## config.mk

```make
export PLATFORM = sky130hd
export DESIGN_NAME = cv32e40p_mult_iter
export DESIGN_NICKNAME = d
export VERILOG_FILES = /design/src/rtl/cv32e40p_mult_iter_pkg.sv /design/src/rtl/cv32e40p_mult_iter_pp.sv /design/src/rtl/cv32e40p_mult_iter.sv
export SDC_FILE = /design/constraint.sdc
export NUM_CORES = 1
export LEC_CHECK = 0
export BUFFER_PORTS_ARGS = -buffer_cell sky130_fd_sc_hd__buf_2
export CAP_MARGIN = 20
export CORE_ASPECT_RATIO = 0.8
export CORE_MARGIN = 4
export CORE_UTILIZATION = 50
export DETAILED_ROUTE_END_ITERATION = 10
export HOLD_SLACK_MARGIN = 0.15
export PLACE_DENSITY_LB_ADDON = 0.3
export SETUP_SLACK_MARGIN = 0.3
export SLEW_MARGIN = 20
export SYNTH_ARGS = -nofsm -noshare
export SYNTH_HDL_FRONTEND = slang
export SYNTH_SLANG_ARGS = --single-unit
export TNS_END_PERCENT = 10
```

## constraint.sdc

```tcl
create_clock -name clk -period 21.5 [get_ports clk]
set_clock_uncertainty 0.2 [all_clocks]
set_input_delay 4.3 -clock clk [delete_from_list [all_inputs] [get_ports clk]]
set_output_delay 4.3 -clock clk [all_outputs]
set_load 0.03 [all_outputs]
```

## src/rtl/cv32e40p_mult_iter_pkg.sv

```systemverilog
// Shared types and constants for the iterative multiplier/MAC.
// Optional early-exit build is selected in the top with CV32E40P_MULT_ITER_EARLY_EXIT_EN.
package cv32e40p_mult_iter_pkg;

  typedef enum logic [1:0] {
    IDLE = 2'd0,
    BUSY = 2'd1,
    DONE = 2'd2
  } mult_iter_state_e;

  localparam int MULT_ITER_SLICE_W_DEFAULT = 8;

endpackage

```

## src/rtl/cv32e40p_mult_iter_pp.sv

```systemverilog
// Combinational signed (WIDTH+1) x (SLICE_W+1) partial-product multiplier.
module cv32e40p_mult_iter_pp #(
  parameter int WIDTH   = 32,
  parameter int SLICE_W = 8
) (
  input  logic [WIDTH:0]           a_i,
  input  logic [SLICE_W:0]         b_i,
  output logic [WIDTH+SLICE_W+1:0] p_o
);

  // Both operands already carry their own extension bit, so a plain signed multiply is exact.
  assign p_o = $signed(a_i) * $signed(b_i);

endmodule

```

## src/rtl/cv32e40p_mult_iter.sv

```systemverilog
// Iterative radix-2^SLICE_W multiplier/MAC with valid/ready handshakes on both sides.
// Define CV32E40P_MULT_ITER_EARLY_EXIT_EN to finish early once the remaining B slices are zero.
module cv32e40p_mult_iter
  import cv32e40p_mult_iter_pkg::*;
#(
  parameter int WIDTH   = 32,
  parameter int SLICE_W = MULT_ITER_SLICE_W_DEFAULT
) (
  input  logic             clk,
  input  logic             rst_n,
  input  logic             valid_i,
  output logic             ready_o,
  input  logic [WIDTH-1:0] op_a_i,
  input  logic [WIDTH-1:0] op_b_i,
  input  logic [WIDTH-1:0] op_c_i,
  input  logic [1:0]       signed_i,
  input  logic             acc_en_i,
  input  logic             high_i,
  input  logic             flush_i,
  output logic             valid_o,
  input  logic             ready_i,
  output logic [WIDTH-1:0] result_o,
  output logic             busy_o
);

  localparam int K     = WIDTH / SLICE_W;
  localparam int CNT_W = (K > 1) ? $clog2(K) : 1;
  localparam int ACC_W = 2 * WIDTH + 2;
  localparam int PP_W  = WIDTH + SLICE_W + 2;

  mult_iter_state_e state_q, state_d;
  logic [CNT_W-1:0] cnt_q, cnt_d;
  logic [ACC_W-1:0] acc_q, acc_d;
  logic [WIDTH-1:0] a_q, a_d;
  logic [WIDTH-1:0] b_q, b_d;
  logic [1:0]       sgn_q, sgn_d;
  logic             high_q, high_d;

  logic             last_slice;
  logic             slice_done;
  logic [WIDTH-1:0] b_shift;
  logic [WIDTH:0]   a_ext;
  logic [SLICE_W:0] b_slice;
  logic [PP_W-1:0]  pp;
  logic [ACC_W-1:0] pp_shifted;
  logic             accept;
  logic             unused_acc_top;

  assign last_slice = (cnt_q == CNT_W'(K - 1));
  assign accept     = (state_q == IDLE) && valid_i && !flush_i;

  // Only the top slice of a signed B carries B's sign; lower slices are unsigned digits.
  assign b_shift = b_q >> (int'(cnt_q) * SLICE_W);
  assign a_ext   = {sgn_q[0] & a_q[WIDTH-1], a_q};
  assign b_slice = {last_slice & sgn_q[1] & b_q[WIDTH-1], b_shift[SLICE_W-1:0]};

  cv32e40p_mult_iter_pp #(
    .WIDTH  (WIDTH),
    .SLICE_W(SLICE_W)
  ) u_pp (
    .a_i(a_ext),
    .b_i(b_slice),
    .p_o(pp)
  );

  assign pp_shifted = ACC_W'($signed(pp)) << (int'(cnt_q) * SLICE_W);

`ifdef CV32E40P_MULT_ITER_EARLY_EXIT_EN
  logic [WIDTH-1:0] b_rem;
  assign b_rem      = b_q >> ((int'(cnt_q) + 1) * SLICE_W);
  assign slice_done = last_slice || ((b_rem == '0) && !(sgn_q[1] && b_q[WIDTH-1]));
`else
  assign slice_done = last_slice;
`endif

  // Bits above 2*WIDTH only absorb carries; results wrap modulo 2^(2*WIDTH).
  assign unused_acc_top = ^acc_q[ACC_W-1:2*WIDTH];

  always_ff @(posedge clk or negedge rst_n) begin
    if (!rst_n) begin
      state_q <= IDLE;
      cnt_q   <= '0;
      acc_q   <= '0;
      a_q     <= '0;
      b_q     <= '0;
      sgn_q   <= '0;
      high_q  <= 1'b0;
    end else begin
      state_q <= state_d;
      cnt_q   <= cnt_d;
      acc_q   <= acc_d;
      a_q     <= a_d;
      b_q     <= b_d;
      sgn_q   <= sgn_d;
      high_q  <= high_d;
    end
  end

  always_comb begin
    state_d = state_q;
    unique case (state_q)
      IDLE:    if (valid_i) state_d = BUSY;
      BUSY:    if (slice_done) state_d = DONE;
      DONE:    if (ready_i) state_d = IDLE;
      default: state_d = IDLE;
    endcase
    if (flush_i) state_d = IDLE;
  end

  always_comb begin
    cnt_d  = cnt_q;
    acc_d  = acc_q;
    a_d    = a_q;
    b_d    = b_q;
    sgn_d  = sgn_q;
    high_d = high_q;
    if (flush_i) begin
      cnt_d = '0;
      acc_d = '0;
    end else if (accept) begin
      a_d    = op_a_i;
      b_d    = op_b_i;
      sgn_d  = signed_i;
      high_d = high_i;
      acc_d  = acc_en_i ? ACC_W'($signed(op_c_i)) : '0;
      cnt_d  = '0;
    end else if (state_q == BUSY) begin
      acc_d = acc_q + pp_shifted;
      cnt_d = slice_done ? '0 : cnt_q + 1'b1;
    end
  end

  always_comb begin
    ready_o  = (state_q == IDLE);
    busy_o   = (state_q != IDLE);
    valid_o  = (state_q == DONE);
    result_o = '0;
    if (state_q == DONE) result_o = high_q ? acc_q[2*WIDTH-1:WIDTH] : acc_q[WIDTH-1:0];
  end

endmodule
```

==> impl_metrics.env <==
export IMPL_status="complete, no violations"
export IMPL_antenna_found_initial=1
export IMPL_vias=17698
export IMPL_synth_ff_type="dfrtp_1"
export IMPL_cts_root_buf="clkbuf_16"
export IMPL_synth_area_per_cell_sq_um=8.451
export IMPL_via_per_inst=5.931
export IMPL_cts_sinks=135
export IMPL_synth_fa_ha_area_share_pct=33.26
export IMPL_dpl_cell_area_sq_um=21310
export IMPL_routed_wl_um=61010
export IMPL_finalInstanceArea_sq_um=21890
export IMPL_r2r_cells=35
export IMPL_clk_path_buf_depth=2
export IMPL_rows=65
export IMPL_slowest_delay_ps=960
export IMPL_postCtsSetupBuffers=0
export IMPL_crit_arrival_ps=11440
export IMPL_crit_type="register to register"
export IMPL_critPathMaxFanout=75
export IMPL_fp_dieH_um=188.6
export IMPL_grt_usage_pct=27.91
export IMPL_finalCritPeriodShare_pct=52.45
export IMPL_ant_nets=0
export IMPL_die_area_sq_um=44100
export IMPL_synth_top_family_by_area="adder cells"
export IMPL_slowest_stage="mux4_2"
export IMPL_area_growth_pct=7.357
export IMPL_synthArstFlopShare_pct=100.0
export IMPL_overflow=0
export IMPL_synth_cell_types=76
export IMPL_synthMuxAreaShare_pct=4.731
export IMPL_tightest_slew_ps=1060
export IMPL_use_met3_pct=7.845
export IMPL_synth_edff_count=0
export IMPL_wire_per_inst_um=20.45
export IMPL_cts_tree="done"
export IMPL_use_met2_pct=40.30
export IMPL_hold_start="sgn_q[1]"
export IMPL_drc=0
export IMPL_fp_dieW_um=233.8
export IMPL_htreeDepth=4
export IMPL_finalHoldWorstSlack_ps=275.4
export IMPL_pin_count=140
export IMPL_syn_nets=2916
export IMPL_grt_busiest_layer="met1"
export IMPL_r2r_end="acc_q[63]"
export IMPL_synth_cells=2413
export IMPL_crit_top_cell="fa_1"
export IMPL_cts_buffers=17
export IMPL_worstHoldPathCells=2
export IMPL_ys_seq_elements=135
export IMPL_synth_compound_area_share_pct=14.54
export IMPL_hold_path_class="register to register"
export IMPL_grt_util_met1_pct=41.12
export IMPL_synth_top_area_share_pct=23.56
export IMPL_start_util_pct=51.17
export IMPL_holdBufCountCts=0
export IMPL_rsz0062_at_grt="false"
export IMPL_grt_pass1_wl_um=97410
export IMPL_slew_headroom_pct=29.35
export IMPL_io_buffers=139
export IMPL_ff2ff_setup_slack_ps=10220
export IMPL_r2r_start="cnt_q[0]"
export IMPL_coreArea_sq_um=39850
export IMPL_clk_pin_slew_ps=70
export IMPL_setup_violations=0
export IMPL_synthXorXnorAreaFrac_pct=4.037
export IMPL_required_ps=21660
export IMPL_crit_start="cnt_q[0]"
export IMPL_grt_max_degree=81
export IMPL_drive_above_1_share_pct=9.395
export IMPL_holdPathEnd="sgn_q[1]"
export IMPL_dp_hpwl_um=47920
export IMPL_syn_area_sq_um=20390
export IMPL_end_kind="register"
export IMPL_place_congestion=1.033
export IMPL_ys_seq_area_share_pct=16.57
export IMPL_fin_setup_tns_ps=0
export IMPL_diodes=0
export IMPL_hold_viol=0
export IMPL_final_core_util_pct=54.94
export IMPL_slew_violations=0
export IMPL_firstDrtPassIters=6
export IMPL_clkLatencyLatePin_ps=470
export IMPL_start_kind="register"
export IMPL_synthSimpleGateAreaFrac_pct=21.00
export IMPL_grt_pass1_vias=17674
export IMPL_drv_cap=0
export IMPL_layout_min_cycle_time_ps=11280
export IMPL_yosys_warnings=0
export IMPL_yosysTopAreaCell="fa_1"
export IMPL_synthTopCellsByArea="fa_1 (24%), dfrtp_1 (17%), ha_1 (9.7%)"
export IMPL_first_iter_violations=1675
export IMPL_fmax_mhz=88.68
export IMPL_nets=2938
export IMPL_cts_resized=0
Yosys cell counts, drive strengths merged, types with 21 or more instances:
master / number
clkbuf: 101
mux2i: 75
a22o: 24
o21ai: 117
buf: 48
nand3: 47
nor2: 150
and2: 170
xor2: 38
inv: 164
nand2: 439
nand4: 21
a21o: 49
fa: 240
ha: 158
a21oi: 139
xnor2: 56
dfrtp: 135
routing by layer:
layer  vias up  part of all wire (%)
li1       8091                     -
met1      8783                    45
met2       732                    42
met3        88                   9.7
met4         4                   2.5
met5         -                 0.044
cell usage in the layout (no fill, tap or decap), drive strengths merged, types with 4 or more instances in the layout:
master  Yosys  layout
and2      170     170
nor4        7       7
nand4      21      21
a22o       24      24
dfrtp     135     135
a21o       49      49
mux4        8       8
xnor2      56      56
fa        240     240
a221o      10      10
and3       10      10
nand2     439     439
o21a       11      11
mux2i      75      75
a31oi      14      14
o21bai     15      15
a21oi     139     139
o21ai     117     117
nor2b      18      18
or3         8       8
a22oi       6       6
nand3      47      47
nor3       19      19
o211ai      8       8
a32oi       4       4
xor2       38      38
nand2b     11      11
nor2      150     150
buf        48     152
a31o        6       6
inv       164     170
a21boi      5       5
a211oi     15      15
clkbuf    101      19
or2        12      12
ha        158     158
o31ai      11      11
a211o       5       5
registers in the layout, indices dropped and copies added (netlist names):
register,cells
acc_q,64
a_q,32
high_q,1
b_q,32
state_q,2
cnt_q,2
sgn_q,2
cell type report:
class | instances | area (sq um)
multi-input combinational | 1965 | 15850
fill | 3710 | 17960
tap | 536 | 670.6
inverter | 164 | 615.6
clock inverter | 13 | 136.4
timing repair buffer | 152 | 799.5
clock buffer | 19 | 442.9
sequential | 135 | 3382
metrics by stage:
stage	cells	setup slack (ps)
floorplan	2413	12480
global placement	2952	10550
global route	2984	9602
finish	2984	10220
CTS	2984	10480
detailed placement	2952	10550
worst max-delay path by stage:
stage	end	slack [ps]	cells past startpoint
after floorplan	acc_q[54]	12480	37
after global placement	acc_q[63]	10550	33
after detailed placement	acc_q[63]	10550	33
after CTS	acc_q[63]	10480	33
after global routing	acc_q[63]	9600	35
final	acc_q[63]	10220	35
cell families (layout without fill, tap and decap cells):
logic type | Yosys count | in the layout
simple gates | 925 | 925
flops | 135 | 135
compound gates | 462 | 462
buf+inv | 313 | 348
xor+xnor | 94 | 94
fa+ha+maj | 398 | 398
mux | 86 | 86
worst max-delay path: cells and delay by family, from the launching register on:
family	cells	cell delay (ps)
buffers and inverters	4	850
xor gates and xnor gates	1	120
and+or+nand+nor	6	1680
DFF	1	340
adders and majority gates	7	3150
muxes	1	960
AOI/OAI and AO/OA	16	3800
Power is left out: the tool's default activity adds up to more than one toggle a clock period on the data nets, which glitch-free logic cannot reach.
